--- config.mk ---
export PLATFORM = sky130hd
export DESIGN_NAME = sample_serializer_flat
export DESIGN_NICKNAME = d
export VERILOG_FILES = /design/src/rtl/sample_serializer_if.sv /design/src/rtl/sample_serializer.sv /design/src/flat_wrapper.sv
export SDC_FILE = /design/constraint.sdc
export NUM_CORES = 1
export LEC_CHECK = 0
export ABC_CLOCK_PERIOD_IN_PS = 4400
export BUFFER_PORTS_ARGS = -buffer_cell sky130_fd_sc_hd__buf_4
export CORE_AREA = 8 8 105 107
export CTS_BUF_LIST = sky130_fd_sc_hd__clkbuf_8
export DETAILED_ROUTE_END_ITERATION = 16
export DIE_AREA = 0 0 113 115
export GPL_ROUTABILITY_DRIVEN = 0
export HOLD_SLACK_MARGIN = 0.08
export PLACE_DENSITY = 0.6
export REMOVE_ABC_BUFFERS = 1
export SLEW_MARGIN = 40
export SYNTH_ARGS = -nofsm -noshare
export SYNTH_HDL_FRONTEND = slang
export SYNTH_SLANG_ARGS = --single-unit
--- constraint.sdc ---
create_clock -name clk -period 4.4 [get_ports clk]
set_clock_uncertainty 0.2 [all_clocks]
set_input_delay 1.32 -clock clk [delete_from_list [all_inputs] [get_ports clk]]
set_output_delay 1.32 -clock clk [all_outputs]
set_load 0.03 [all_outputs]
--- src/rtl/sample_serializer_if.sv ---
// Bus bundle for sample_serializer: FIFO read side, byte stream side and
// the sample-count readout. "master" is the serializer, "slave" is the
// surrounding logic (FIFO, FX2 byte consumer, host length request).
interface sample_serializer_if #(
    parameter int SAMPLE_BYTES = 6,
    parameter int COUNT_W      = 16
);
    // FIFO read side (show-ahead)
    logic                      sample_rdy;
    logic [8*SAMPLE_BYTES-1:0] sample;
    logic                      sample_ack;

    // byte stream towards the FX2
    logic                      data_rdy;
    logic [7:0]                data;
    logic                      data_ack;

    // sample-count readout
    logic                      readout_clr;
    logic [COUNT_W-1:0]        length;
    logic                      overflow;

    modport master (
        input  sample_rdy, sample, data_ack, readout_clr,
        output sample_ack, data_rdy, data, length, overflow
    );

    modport slave (
        output sample_rdy, sample, data_ack, readout_clr,
        input  sample_ack, data_rdy, data, length, overflow
    );
endinterface

--- src/rtl/sample_serializer.sv ---
// sample_serializer: pops SAMPLE_BYTES-byte samples from a show-ahead FIFO
// and streams them out one byte at a time with a ready/ack handshake, in
// either byte order. Also keeps a saturating count of transferred samples
// with snapshot-and-clear readout.
//
// Optional build macro SAMPLE_SERIALIZER_HEADER_EN: prefixes each sample
// with a header byte {1'b1, seq[6:0]}; seq counts samples and wraps at 127.
//
// SAMPLE_BYTES must be >= 2: the FIFO empty flag gets SAMPLE_BYTES-1 cycles
// after the pop before IDLE samples sample_rdy again.
module sample_serializer #(
    parameter int SAMPLE_BYTES = 6,
    parameter bit MSB_FIRST    = 1'b1,
    parameter int COUNT_W      = 16
) (
    input  logic                 clk,
    input  logic                 reset,
    sample_serializer_if.master  bus
);

    localparam int SW    = 8 * SAMPLE_BYTES;
    localparam int IDX_W = $clog2(SAMPLE_BYTES);

    localparam logic [IDX_W-1:0]   LAST_IDX = IDX_W'(SAMPLE_BYTES - 1);
    localparam logic [IDX_W-1:0]   IDX_ONE  = IDX_W'(1);
    localparam logic [COUNT_W-1:0] CNT_MAX  = '1;
    localparam logic [COUNT_W-1:0] CNT_ONE  = COUNT_W'(1);

`ifdef SAMPLE_SERIALIZER_HEADER_EN
    typedef enum logic [1:0] {IDLE, HEADER, SEND} state_t;
`else
    typedef enum logic {IDLE, SEND} state_t;
`endif

    state_t           state;
    state_t           state_nxt;
    logic [SW-1:0]    sreg;
    logic [IDX_W-1:0] idx;
    logic [7:0]       data_nxt;
    logic             capture;
    logic             advance;
    logic             last_byte;
    logic [COUNT_W-1:0] count;

`ifdef SAMPLE_SERIALIZER_HEADER_EN
    logic [6:0]       seq;
    logic             hdr_done;
`endif

    // The byte that goes out first from a word, given the byte order.
    function automatic logic [7:0] first_byte(input logic [SW-1:0] w);
        if (MSB_FIRST)
            return w[SW-1 -: 8];
        else
            return w[7:0];
    endfunction

    // Drop the byte just sent so the next one sits in the first_byte slot.
    function automatic logic [SW-1:0] drop_byte(input logic [SW-1:0] w);
        if (MSB_FIRST)
            return w << 8;
        else
            return w >> 8;
    endfunction

    assign last_byte = (idx == LAST_IDX);

    // State register.
    always_ff @(posedge clk or posedge reset) begin
        if (reset)
            state <= IDLE;
        else
            state <= state_nxt;
    end

    // Next state, handshake strobes and the next value of the output byte.
    always_comb begin
        state_nxt = state;
        capture   = 1'b0;
        advance   = 1'b0;
        data_nxt  = bus.data;
`ifdef SAMPLE_SERIALIZER_HEADER_EN
        hdr_done  = 1'b0;
`endif
        case (state)
            IDLE: begin
                if (bus.sample_rdy) begin
                    capture = 1'b1;
`ifdef SAMPLE_SERIALIZER_HEADER_EN
                    state_nxt = HEADER;
                    data_nxt  = {1'b1, seq};
`else
                    state_nxt = SEND;
                    data_nxt  = first_byte(bus.sample);
`endif
                end
            end
`ifdef SAMPLE_SERIALIZER_HEADER_EN
            HEADER: begin
                if (bus.data_ack) begin
                    hdr_done  = 1'b1;
                    state_nxt = SEND;
                    data_nxt  = first_byte(sreg);
                end
            end
`endif
            SEND: begin
                if (bus.data_ack) begin
                    advance = 1'b1;
                    if (last_byte)
                        state_nxt = IDLE;
                    else
                        data_nxt = first_byte(drop_byte(sreg));
                end
            end
            default: state_nxt = IDLE;
        endcase
    end

    // Output registers: pop pulse on the capture edge, byte valid while busy.
    always_ff @(posedge clk or posedge reset) begin
        if (reset) begin
            bus.sample_ack <= 1'b0;
            bus.data_rdy   <= 1'b0;
            bus.data       <= 8'h00;
        end else begin
            bus.sample_ack <= capture;
            bus.data_rdy   <= (state_nxt != IDLE);
            bus.data       <= data_nxt;
        end
    end

    // Shift register and byte index; the index only tells us when the
    // last byte has gone, the byte itself always comes from the top/bottom.
    always_ff @(posedge clk or posedge reset) begin
        if (reset) begin
            sreg <= '0;
            idx  <= '0;
        end else if (capture) begin
            sreg <= bus.sample;
            idx  <= '0;
        end else if (advance) begin
            sreg <= drop_byte(sreg);
            idx  <= last_byte ? '0 : idx + IDX_ONE;
        end
    end

`ifdef SAMPLE_SERIALIZER_HEADER_EN
    // Header sequence number, bumped once the header byte is taken.
    always_ff @(posedge clk or posedge reset) begin
        if (reset)
            seq <= 7'd0;
        else if (hdr_done)
            seq <= seq + 7'd1;
    end
`endif

    // Saturating sample counter with snapshot-and-clear; a pop in the
    // readout cycle lands in this snapshot rather than the next one.
    always_ff @(posedge clk or posedge reset) begin
        if (reset) begin
            count        <= '0;
            bus.length   <= '0;
            bus.overflow <= 1'b0;
        end else if (bus.readout_clr) begin
            bus.length   <= (bus.sample_ack && count != CNT_MAX) ? count + CNT_ONE : count;
            count        <= '0;
            bus.overflow <= 1'b0;
        end else if (bus.sample_ack) begin
            if (count == CNT_MAX)
                bus.overflow <= 1'b1;
            else
                count <= count + CNT_ONE;
        end
    end

endmodule

--- src/flat_wrapper.sv ---
// flat-port wrapper written by rule: the top's interface ports become plain ports
module sample_serializer_flat 
#(
    parameter int SAMPLE_BYTES = 6,
    parameter bit MSB_FIRST    = 1'b1,
    parameter int COUNT_W      = 16
)
  (clk, reset, bus_sample_rdy, bus_sample, bus_data_ack, bus_readout_clr, bus_sample_ack, bus_data_rdy, bus_data, bus_length, bus_overflow);
  sample_serializer_if #(.SAMPLE_BYTES(SAMPLE_BYTES), .COUNT_W(COUNT_W)) bus_i ();
  input  logic clk;
  input  logic reset;
  input wire logic [$bits(bus_i.sample_rdy)-1:0] bus_sample_rdy;
  input wire logic [$bits(bus_i.sample)-1:0] bus_sample;
  input wire logic [$bits(bus_i.data_ack)-1:0] bus_data_ack;
  input wire logic [$bits(bus_i.readout_clr)-1:0] bus_readout_clr;
  output wire logic [$bits(bus_i.sample_ack)-1:0] bus_sample_ack;
  output wire logic [$bits(bus_i.data_rdy)-1:0] bus_data_rdy;
  output wire logic [$bits(bus_i.data)-1:0] bus_data;
  output wire logic [$bits(bus_i.length)-1:0] bus_length;
  output wire logic [$bits(bus_i.overflow)-1:0] bus_overflow;
  assign bus_i.sample_rdy = bus_sample_rdy;
  assign bus_i.sample = bus_sample;
  assign bus_i.data_ack = bus_data_ack;
  assign bus_i.readout_clr = bus_readout_clr;
  assign bus_sample_ack = bus_i.sample_ack;
  assign bus_data_rdy = bus_i.data_rdy;
  assign bus_data = bus_i.data;
  assign bus_length = bus_i.length;
  assign bus_overflow = bus_i.overflow;
  sample_serializer #(.SAMPLE_BYTES(SAMPLE_BYTES), .MSB_FIRST(MSB_FIRST), .COUNT_W(COUNT_W)) u_core (.clk(clk), .reset(reset), .bus(bus_i));
endmodule
==> results by group <==
STA
  – Setup TNS: 0 ps
  – Max Clock Freq: 347 MHz
  – Final setup violation count: 0
  – Tcrit/Tclk final: 0.655
  – RSZ-0062 raised after global routing: no
  – Final worst setup slack: 1520 ps
  – Final Critical Period: just under 3000 ps
  – Final-report hold violation count: 0
  – Pin slew with the least headroom to its limit: between 600 and 700 ps
  – Relative slew slack: 0.561
  – Max-slew violation count: 0

Clocking
  – # clock sinks: 86
  – Total setup buffers inserted after CTS: 0
  – H-Tree Depth: 3
  – CTS buffer count: 9
  – Clock Pin Slew Worst Setup and Hold Paths: 90 ps
  – CTS max path bufs: 2
  – Clk Latency, worst-skew pair: 360 ps
  – Cts hold-fix bufs: 0
  – CTS Root Cell: clkbuf_8
  – Post-CTS Resized: 0
  – CTS tree: built

Power and ir drop
  – Pleak: ~2.2 nW
  – Cell area power density: around 450 nW/um^2
  – VDD IR max: between 200 and 250 uV

Yosys
  – Area contributors post-synth: dfrtp_1, nand2_1, a31oi_1
  – Mapped Cells: roughly 420
  – Seq/Total Area, Yosys: 0.558
  – Yosys top cell area share: 0.558
  – Syn_area_per_cell: about 9.3 sq um
  – Synthesis-stage register bit count: 86
  – Synth warn: 0
  – Synth Flop Type: dfrtp_1
  – Post-Syn Area: slightly below 4000 sq um
  – Leading area contributor after synthesis: dfrtp_1
  – Post-synth cell types: 39
  – Number of synthesized flops with an enable pin: 0
  – Share of flip-flops with an asynchronous set or reset: 1.00

Critical path
  – Required @ worst endpoint: 2880 ps
  – Reg2reg start: u_core.state
  – Worst-path cell chain: buf_4
  – CP Capture Type: output port
  – Slowest stage cell, crit path: dfrtp_1
  – CP arrival: 1360 ps
  – FF-to-FF setup slack: roughly 2200 ps
  – Buf/Inv on CP: 1
  – Reg2reg path depth: 4
  – Critical path type: reg -> out
  – Nature of the critical path startpoint: flop
  – Critical Path Max Stage Delay: 730 ps
  – CP top delay family: flip-flops
  – R2R Path End: u_core.bus.data[7]
  – Crit path max fanout: 14
  – Crit path launch: u_core.state

Global route
  – Number of global-route vias before repair: just over 3,000
  – Initial antenna violation count: 0
  – First-pass GRT wire length: around 15 mm
  – Total track usage: 0.140
  – Grt ovf: 0
  – Largest net degree at the start of global routing: 74

Placed design
  – Worst slack at placement: approximately 1100 ps
  – Detailed Place HPWL: between 6 and 7 mm
  – PortBufs: 79

Floorplanning
  – Site Rows: 36
  – Die Ht: between 100 and 150 um
  – Starting Density: 0.408
  – Ports: 80
  – Placeable core area: between 9000 and 10,000 sq um
  – Die Span X: 113 um
  – Die area: roughly 13,000 sq um

Final layout
  – Commonest non-fill, non-tap cell in the layout: nand2_1
  – Ant. Diodes: 0
  – Commonest cells after routing, fill and taps aside: nand2_1, dfrtp_1, buf_4
  – Layout cell share with drive strength beyond 1: 0.236
  – Synth-to-Final Area Change: 22.7%
  – Finished Core Util: 0.500
  – Fillcell total: 950
  – Final nets: 540

Route
  – Detail Route Antenna Nets: 0
  – Via count: roughly 3,100
  – Drt first pass iters: 4
  – Drt drc: 0
  – WL/cell: roughly 15 um
  – DRT iter0 DRCs: about 180
  – Routed WL: roughly 9 mm
  – Via/cell ratio: 5.15

Run status
  – Run status: completed

Hold path
  – Hold Startpoint: u_core.bus.data[0]
  – Hold Path End: u_core.bus.data[0]
  – Depth of the worst hold-timing path: 2
  – Worst Hold Class: reg -> reg

Run
  – Max Cap Violations: 0
-- tightest hold or removal path: cells and delay by family (launching register included) --
family	cells	cell delay, ps
simple gates	1	50
flops	1	350
compound gates	1	60
-- layer usage --
layer / share of wire / track usage / vias to the layer above / wire length [um]
li1: - / - / 1588 / -
met1: 0.49 / 0.190 / 1453 / 4330
met2: 0.45 / 0.209 / 67 / 3980
met3: 0.051 / 0.0373 / 8 / 452
met4: 0.014 / 0.0560 / 0 / 124
met5: 0 / 0 / - / 0
-- flip-flops by register name, indices dropped and copies added (netlist names) --
register               cells
u_core.sreg               40
u_core.bus.length         16
u_core.count              16
u_core.bus.data            8
u_core.idx                 3
u_core.bus.overflow        1
u_core.bus.sample_ack      1
u_core.state               1
-- synth_stat cells, types with 2 or more instances --
| master | n |
|---|---|
| a21oi_1 | 27 |
| a31oi_1 | 43 |
| and2_1 | 2 |
| and2_2 | 2 |
| buf_1 | 3 |
| clkbuf_1 | 17 |
| clkbuf_8 | 2 |
| dfrtp_1 | 86 |
| inv_1 | 3 |
| mux2i_1 | 9 |
| nand2_1 | 96 |
| nand3_1 | 9 |
| nand4_1 | 5 |
| nand4_2 | 2 |
| nor2_1 | 54 |
| nor3_1 | 4 |
| o21ai_0 | 20 |
| o31ai_1 | 4 |
| or3_1 | 9 |
-- how the worst max path moves through the flow --
stage	to	cells after the start
after floorplan	u_core.bus.data[0]	4
after global placement	u_core.bus.data[0]	5
after detailed placement	u_core.bus.data[7]	5
after CTS	bus_data_rdy	1
after global routing	bus_data_rdy	1
final	bus_data_rdy	1
-- per-stage QoR --
stage | total power, mW | cell area (sq um) | cells | hold WS, ps
6_report | 2.13 | 4730 | 605 | 296
5_1_grt | 2.26 | 4730 | 605 | 317
4_1_cts | 2.16 | 4730 | 605 | 299
3_5_place_dp | 1.54 | 4510 | 589 | 279
3_3_place_gp | 1.53 | 4510 | 589 | 263
2_1_floorplan | 1.36 | 3740 | 392 | 282
-- area by class of cell --
type                       count  area [sq um]  area share
clock buffer                   9           124      0.0262
clock inverter                 7          97.6      0.0206
inverter                       3          12.5     0.00264
multi-input combinational    303          1580       0.334
sequential                    86          2150       0.455
tap                          114           143      0.0301
timing repair buffer          83           623       0.132
-- cell families after synthesis --
kind of cell | Yosys count | synth area share
buf+inv | 28 | 0.0347
flops | 86 | 0.558
compound gates | 99 | 0.154
xor+xnor | 1 | 0.00227
fa+ha+maj | 1 | 0.00324
simple gates | 193 | 0.224
mux | 9 | 0.0233
-- where the power goes --
group          internal (mW)  switching (mW)
Combinational          0.198           0.280
Sequential             0.945          0.0989
Clock                  0.322           0.291
Total                   1.46           0.669
No activity file was read; power rests on OpenSTA's default activity.
